--- src/rtl/seq_pkg.sv ---
// Shared types and constants for the PC sequencer: FSM states, opcode encodings, opcode field geometry.
// Pure declarations. No logic, no latency, no flow control.
package seq_pkg;

    typedef enum logic [2:0] {
        IDLE,
        FETCH,
        DECODE,
        EXEC,
        MEM,
        UPDATE,
        HALT,
        ERR
    } state_t;

    localparam int OPC_W = 4;

    localparam logic [OPC_W-1:0] OP_NOP  = 4'h0;
    localparam logic [OPC_W-1:0] OP_ALU  = 4'h1;
    localparam logic [OPC_W-1:0] OP_LDR  = 4'h2;
    localparam logic [OPC_W-1:0] OP_STR  = 4'h3;
    localparam logic [OPC_W-1:0] OP_B    = 4'h4;
    localparam logic [OPC_W-1:0] OP_BZ   = 4'h5;
    localparam logic [OPC_W-1:0] OP_HALT = 4'hF;

    // The opcode occupies the top OPC_W bits of the instruction word.
    function automatic int opc_lsb(input int instr_w);
        return instr_w - OPC_W;
    endfunction

endpackage

--- src/rtl/seq_decode.sv ---
// Opcode classifier: one-hot class flags from a 4-bit opcode; undefined codes flag illegal.
// Latency: combinational. Backpressure: none.
module seq_decode
    import seq_pkg::*;
(
    input  logic [OPC_W-1:0] i_opcode,
    output logic             o_is_alu,
    output logic             o_is_ldr,
    output logic             o_is_str,
    output logic             o_is_b,
    output logic             o_is_bz,
    output logic             o_is_halt,
    output logic             o_is_illegal
);

    always_comb begin
        o_is_alu     = 1'b0;
        o_is_ldr     = 1'b0;
        o_is_str     = 1'b0;
        o_is_b       = 1'b0;
        o_is_bz      = 1'b0;
        o_is_halt    = 1'b0;
        o_is_illegal = 1'b0;
        case (i_opcode)
            OP_NOP:  ;
            OP_ALU:  o_is_alu  = 1'b1;
            OP_LDR:  o_is_ldr  = 1'b1;
            OP_STR:  o_is_str  = 1'b1;
            OP_B:    o_is_b    = 1'b1;
            OP_BZ:   o_is_bz   = 1'b1;
            OP_HALT: o_is_halt = 1'b1;
            default: o_is_illegal = 1'b1;
        endcase
    end

endmodule

--- src/rtl/pc_sequencer.sv ---
// Instruction sequencer: fetch/decode/exec/mem/update FSM issuing one PC strobe per retired instruction.
// Latency: 4 cycles per instruction (5 for LDR/STR) with zero-wait acks. Backpressure: req held until ack.
// SEQ_TIMEOUT_EN adds an ack watchdog that parks the FSM in ERR after TIMEOUT_CYC unacked cycles.
module pc_sequencer
    import seq_pkg::*;
#(
    parameter int PC_W        = 8,
    parameter int INSTR_W     = 32,
    parameter int TIMEOUT_CYC = 255
) (
    input  logic               clk,
    input  logic               reset,
    input  logic               run,
    output logic               imem_req,
    input  logic               imem_ack,
    input  logic [INSTR_W-1:0] imem_rdata,
    output logic               dmem_req,
    output logic               dmem_we,
    input  logic               dmem_ack,
    input  logic               zero_flag,
    output logic               alu_en,
    output logic               pc_inc,
    output logic               pc_load,
    output logic [PC_W-1:0]    pc_target,
    output logic               halted,
    output logic               illegal_op,
    output logic               err,
    output logic [15:0]        retired
);

    localparam int OPC_LSB = opc_lsb(INSTR_W);

    state_t             r_state;
    logic [INSTR_W-1:0] r_ir;
    logic [15:0]        r_retired;
    logic               r_imem_req, r_dmem_req, r_dmem_we;
    logic               r_alu_en, r_pc_inc, r_pc_load;
    logic               r_halted, r_illegal;
    logic               w_is_alu, w_is_ldr, w_is_str, w_is_b, w_is_bz, w_is_halt, w_is_illegal;
    logic               w_expired;
    logic               w_unused_ir;

    seq_decode u_decode (
        .i_opcode     (r_ir[OPC_LSB +: OPC_W]),
        .o_is_alu     (w_is_alu),
        .o_is_ldr     (w_is_ldr),
        .o_is_str     (w_is_str),
        .o_is_b       (w_is_b),
        .o_is_bz      (w_is_bz),
        .o_is_halt    (w_is_halt),
        .o_is_illegal (w_is_illegal)
    );

    // Operand bits between the branch target and the opcode carry no meaning here.
    assign w_unused_ir = ^r_ir[OPC_LSB-1:PC_W];

`ifdef SEQ_TIMEOUT_EN
    localparam int WAIT_W = ($clog2(TIMEOUT_CYC + 1) > 8) ? $clog2(TIMEOUT_CYC + 1) : 8;

    logic [WAIT_W-1:0] r_wait;
    logic              r_err;

    // Zero outside FETCH/MEM, so it starts from 0 on every entry to a wait state.
    always_ff @(posedge clk) begin
        if (reset || (r_state != FETCH && r_state != MEM))
            r_wait <= '0;
        else
            r_wait <= r_wait + 1'b1;
    end

    assign w_expired = (r_wait == WAIT_W'(TIMEOUT_CYC - 1));
    assign err       = r_err;
`else
    assign w_expired = 1'b0;
    assign err       = (TIMEOUT_CYC < 0);
`endif

    always_ff @(posedge clk) begin
        if (reset) begin
            r_state    <= IDLE;
            r_ir       <= '0;
            r_retired  <= '0;
            r_imem_req <= 1'b0;
            r_dmem_req <= 1'b0;
            r_dmem_we  <= 1'b0;
            r_alu_en   <= 1'b0;
            r_pc_inc   <= 1'b0;
            r_pc_load  <= 1'b0;
            r_halted   <= 1'b0;
            r_illegal  <= 1'b0;
`ifdef SEQ_TIMEOUT_EN
            r_err      <= 1'b0;
`endif
        end else begin
            r_alu_en  <= 1'b0;
            r_pc_inc  <= 1'b0;
            r_pc_load <= 1'b0;
            case (r_state)
                IDLE: begin
                    if (run) begin
                        r_state    <= FETCH;
                        r_imem_req <= 1'b1;
                    end
                end
                FETCH: begin
                    if (imem_ack) begin
                        r_ir       <= imem_rdata;
                        r_imem_req <= 1'b0;
                        r_state    <= DECODE;
                    end else if (w_expired) begin
                        r_imem_req <= 1'b0;
                        r_state    <= ERR;
`ifdef SEQ_TIMEOUT_EN
                        r_err      <= 1'b1;
`endif
                    end
                end
                DECODE: begin
                    r_alu_en <= w_is_alu;
                    if (w_is_illegal)
                        r_illegal <= 1'b1;
                    r_state <= EXEC;
                end
                EXEC: begin
                    if (w_is_halt) begin
                        r_halted <= 1'b1;
                        r_state  <= HALT;
                    end else if (w_is_ldr || w_is_str) begin
                        r_dmem_req <= 1'b1;
                        r_dmem_we  <= w_is_str;
                        r_state    <= MEM;
                    end else begin
                        // Strobe and count are registered here so both are visible during UPDATE.
                        if (w_is_b || (w_is_bz && zero_flag))
                            r_pc_load <= 1'b1;
                        else
                            r_pc_inc  <= 1'b1;
                        r_retired <= r_retired + 16'd1;
                        r_state   <= UPDATE;
                    end
                end
                MEM: begin
                    if (dmem_ack) begin
                        r_dmem_req <= 1'b0;
                        r_dmem_we  <= 1'b0;
                        r_pc_inc   <= 1'b1;
                        r_retired  <= r_retired + 16'd1;
                        r_state    <= UPDATE;
                    end else if (w_expired) begin
                        r_dmem_req <= 1'b0;
                        r_dmem_we  <= 1'b0;
                        r_state    <= ERR;
`ifdef SEQ_TIMEOUT_EN
                        r_err      <= 1'b1;
`endif
                    end
                end
                UPDATE: begin
                    if (run) begin
                        r_imem_req <= 1'b1;
                        r_state    <= FETCH;
                    end else begin
                        r_state    <= IDLE;
                    end
                end
                HALT:    r_state <= HALT;
                ERR:     r_state <= ERR;
                default: r_state <= IDLE;
            endcase
        end
    end

    assign imem_req   = r_imem_req;
    assign dmem_req   = r_dmem_req;
    assign dmem_we    = r_dmem_we;
    assign alu_en     = r_alu_en;
    assign pc_inc     = r_pc_inc;
    assign pc_load    = r_pc_load;
    assign pc_target  = r_ir[PC_W-1:0];
    assign halted     = r_halted;
    assign illegal_op = r_illegal;
    assign retired    = r_retired;

endmodule
--- config.mk ---
export PLATFORM = sky130hd
export DESIGN_NAME = pc_sequencer
export DESIGN_NICKNAME = d
export VERILOG_FILES = /design/src/rtl/seq_pkg.sv /design/src/rtl/seq_decode.sv /design/src/rtl/pc_sequencer.sv
export SDC_FILE = /design/constraint.sdc
export NUM_CORES = 1
export LEC_CHECK = 0
export CELL_PAD_IN_SITES_DETAIL_PLACEMENT = 1
export CELL_PAD_IN_SITES_GLOBAL_PLACEMENT = 2
export CORE_ASPECT_RATIO = 1.4
export CORE_UTILIZATION = 26
export CTS_BUF_LIST = sky130_fd_sc_hd__clkbuf_4 sky130_fd_sc_hd__clkbuf_8
export DETAILED_ROUTE_END_ITERATION = 7
export PLACE_DENSITY = 0.93
export SLEW_MARGIN = 30
export SYNTH_ARGS = -nofsm -noshare
export SYNTH_HDL_FRONTEND = slang
export SYNTH_SLANG_ARGS = --single-unit
--- constraint.sdc ---
create_clock -name clk -period 3.5 [get_ports clk]
set_input_delay 0.525 -clock clk [delete_from_list [all_inputs] [get_ports clk]]
set_output_delay 0.525 -clock clk [all_outputs]
set_load 0.05 [all_outputs]
==> results.toml <==
[sta]
tightest_slew_ns = 0.898
finalSetupViolations = 0
rsz0062_at_grt = "no"
period_share = 0.661
max_freq_mhz = 432
slew_headroom = 0.401
fin_setup_tns_ns = 0
setup_ws_ns = 1.19
fin_crit_ns = 2.31
hold_viol_final = 0
drv_slew = 0
finClkSkew_ns = 0.00879

[synthesis]
yosysWarnings = 0
synth_edf_count = 0
ys_types = 40
syn-num-nets = 259
synth_area_um2 = 1790
synth_seq_area_share = 0.437
synthCells = 220
ys_ff_latch = 39
synth-async-reset-ratio = 0
synth-main-ff-cell = "dfxtp_1"
syn_avg_cell_area_um2 = 8.12

[floorplan]
initial_core_util = 0.270
dieArea_um2 = 7210
rows = 35
coreArea_um2 = 6610
ios = 71
dieWidth_um = 72.0
die_h_um = 100

[finish]
antenna_cells = 0
layout-drive-gt1-share = 0.0435
nets = 291
layout_common_cells = "clkdlybuf4s50_1, dfxtp_1, a21oi_1"
layout_commonest_cell = "clkdlybuf4s50_1"
area_growth_pct = 31.5

[global_route]
grt_pass1_wl_um = 7820
grt_use_total = 0.137
antenna_found_initial = 0
overflow = 0
grt_pass1_vias = 1650
grt_max_degree = 41

[job]
drv_cap = 0

[setup_path]
critPathMaxFanout = 28
worstPathArrival_ns = 2.50
worstSetupPathType = "reg -> reg"
endpoint_kind = "flop"
crit_required_ns = 3.68
startpoint_type = "flop"
r2r-start = "r_ir[29]"
startpoint = "r_ir[29]"

[routing]
drc = 0
routed_wl_um = 4620
viasPerCell = 4.81
antenna_left = 0
vias = 1658
wl_per_cell_um = 13.4
drt_iter0_drc = 45
drt-pass1-iter-count = 4

[clock_tree]
cts-resized-gates = 0
cts_made_buffers = 5
clkSinkCount = 39
cts.clk_slew.worst_paths_ns = 0.08
postCtsHoldBufs = 0
cts_tree = "yes"
insertion_delay_ns = 0.29
post_cts_buffers = 0
clk_path_buf_depth = 2
cts_max_level = 2
cts-root-buf = "clkbuf_8"

[power_and_ir_drop]
vdd_drop_max_mv = 0.131
powerDensity_nw_per_um2 = 383
total_power_w = 0.000898
p_leak_nw = 0.771

[place]
place_congestion = 0.705
hpwl_um = 3210
post-place-ws_ns = 0.904
io_buffers = 49

[hold_path]
hold_path_startpoint = "r_ir[4]"
hold_path_class = "reg -> reg"

[run_status]
status = "finished clean"
==> per-stage QoR <==
step           hold slack, ns  cells  utilization  area [um^2]
5_1_grt                 0.481    345        0.355         2350
3_5_place_dp            0.455    337        0.342         2260
6_report                0.462    345        0.355         2350
3_3_place_gp            0.438    337        0.342         2260
4_1_cts                 0.467    345        0.355         2350
2_1_floorplan           0.437    220            -         1790
==> synth_stat cells (2+ instances only) <==
| master | instances | area [um^2] |
|---|---|---|
| dfxtp_1 | 39 | 781 |
| a21oi_1 | 34 | 170 |
| nand2_1 | 32 | 120 |
| nor2_1 | 10 | 37.5 |
| buf_4 | 9 | 67.6 |
| clkbuf_1 | 9 | 33.8 |
| nand3_1 | 9 | 45.0 |
| or3_1 | 8 | 50.1 |
| o31ai_1 | 6 | 45.0 |
| and3_1 | 5 | 31.3 |
| buf_2 | 5 | 25.0 |
| o21ai_0 | 5 | 25.0 |
| or4_1 | 5 | 37.5 |
| and4_1 | 3 | 26.3 |
| inv_1 | 3 | 11.3 |
| nand2b_1 | 3 | 18.8 |
| nand4_1 | 3 | 18.8 |
| nor4_1 | 3 | 18.8 |
| o21ai_1 | 3 | 15.0 |
| mux2i_1 | 2 | 20.0 |
| nor2b_1 | 2 | 12.5 |
| nor3_1 | 2 | 10.0 |
| nor3b_1 | 2 | 15.0 |
| o211ai_1 | 2 | 15.0 |
==> state kept, by name, indices dropped and copies added (netlist names), named ones only <==
name        flops
alu_en          1
dmem_req        1
dmem_we         1
halted          1
illegal_op      1
imem_req        1
pc_inc          1
pc_load         1
r_ir           12
r_state         2
retired        16
==> worst paths after layout <==
| path | end | slack [ns] | cells after the start |
|---|---|---|---|
| max | retired[15] | 1.19 | 4 |
| max reg2reg | retired[15] | 1.19 | 4 |
| min | r_ir[4] | 0.46 | 2 |
| min reg2reg | r_ir[4] | 0.46 | 2 |
==> where the power goes <==
| part | leakage (nW) | switching, W | internal (W) |
|---|---|---|---|
| clock | 0.0491 | 0.000155 | 0.000155 |
| sequential | 0.316 | 0.0000142 | 0.000456 |
| combinational | 0.407 | 0.0000696 | 0.0000477 |
==> logic make-up after synthesis <==
logic type / after synthesis / synth area share
AND/OR/NAND/NOR: 92 / 0.274
AO/OA/AOI/OAI: 54 / 0.169
flip-flops: 39 / 0.437
buffers and inverters: 29 / 0.0883
multiplexers: 3 / 0.0175
adder cells (fa/ha/maj): 1 / 0.00701
other: 1 / 0.00210
XOR/XNOR: 1 / 0.00491
==> critical path: stages (launching register included) <==
cell     delay (ns)
dfxtp_1        0.41
nor3b_1        0.52
o31a_1         0.79
nor4_1         0.14
mux2_1         0.35
==> cell type report <==
class,instances,area (um^2)
flip-flops and latches,39,781
multi-input cells,152,847
inverters,3,11.3
clock inverters,1,5.00
well taps,92,115
fillers,789,4260
clock buffers,7,83.8
repair buffers,51,505
==> metal layers <==
| layer | global-route usage | vias up | routed length, um |
|---|---|---|---|
| met4 | 0.0498 | 0 | 68 |
| met3 | 0.0341 | 5 | 163 |
| met5 | 0 | - | 0 |
| met1 | 0.171 | 792 | 2110 |
| met2 | 0.228 | 30 | 2280 |
| li1 | - | 831 | - |
No activity file was read; power rests on OpenSTA's default activity.
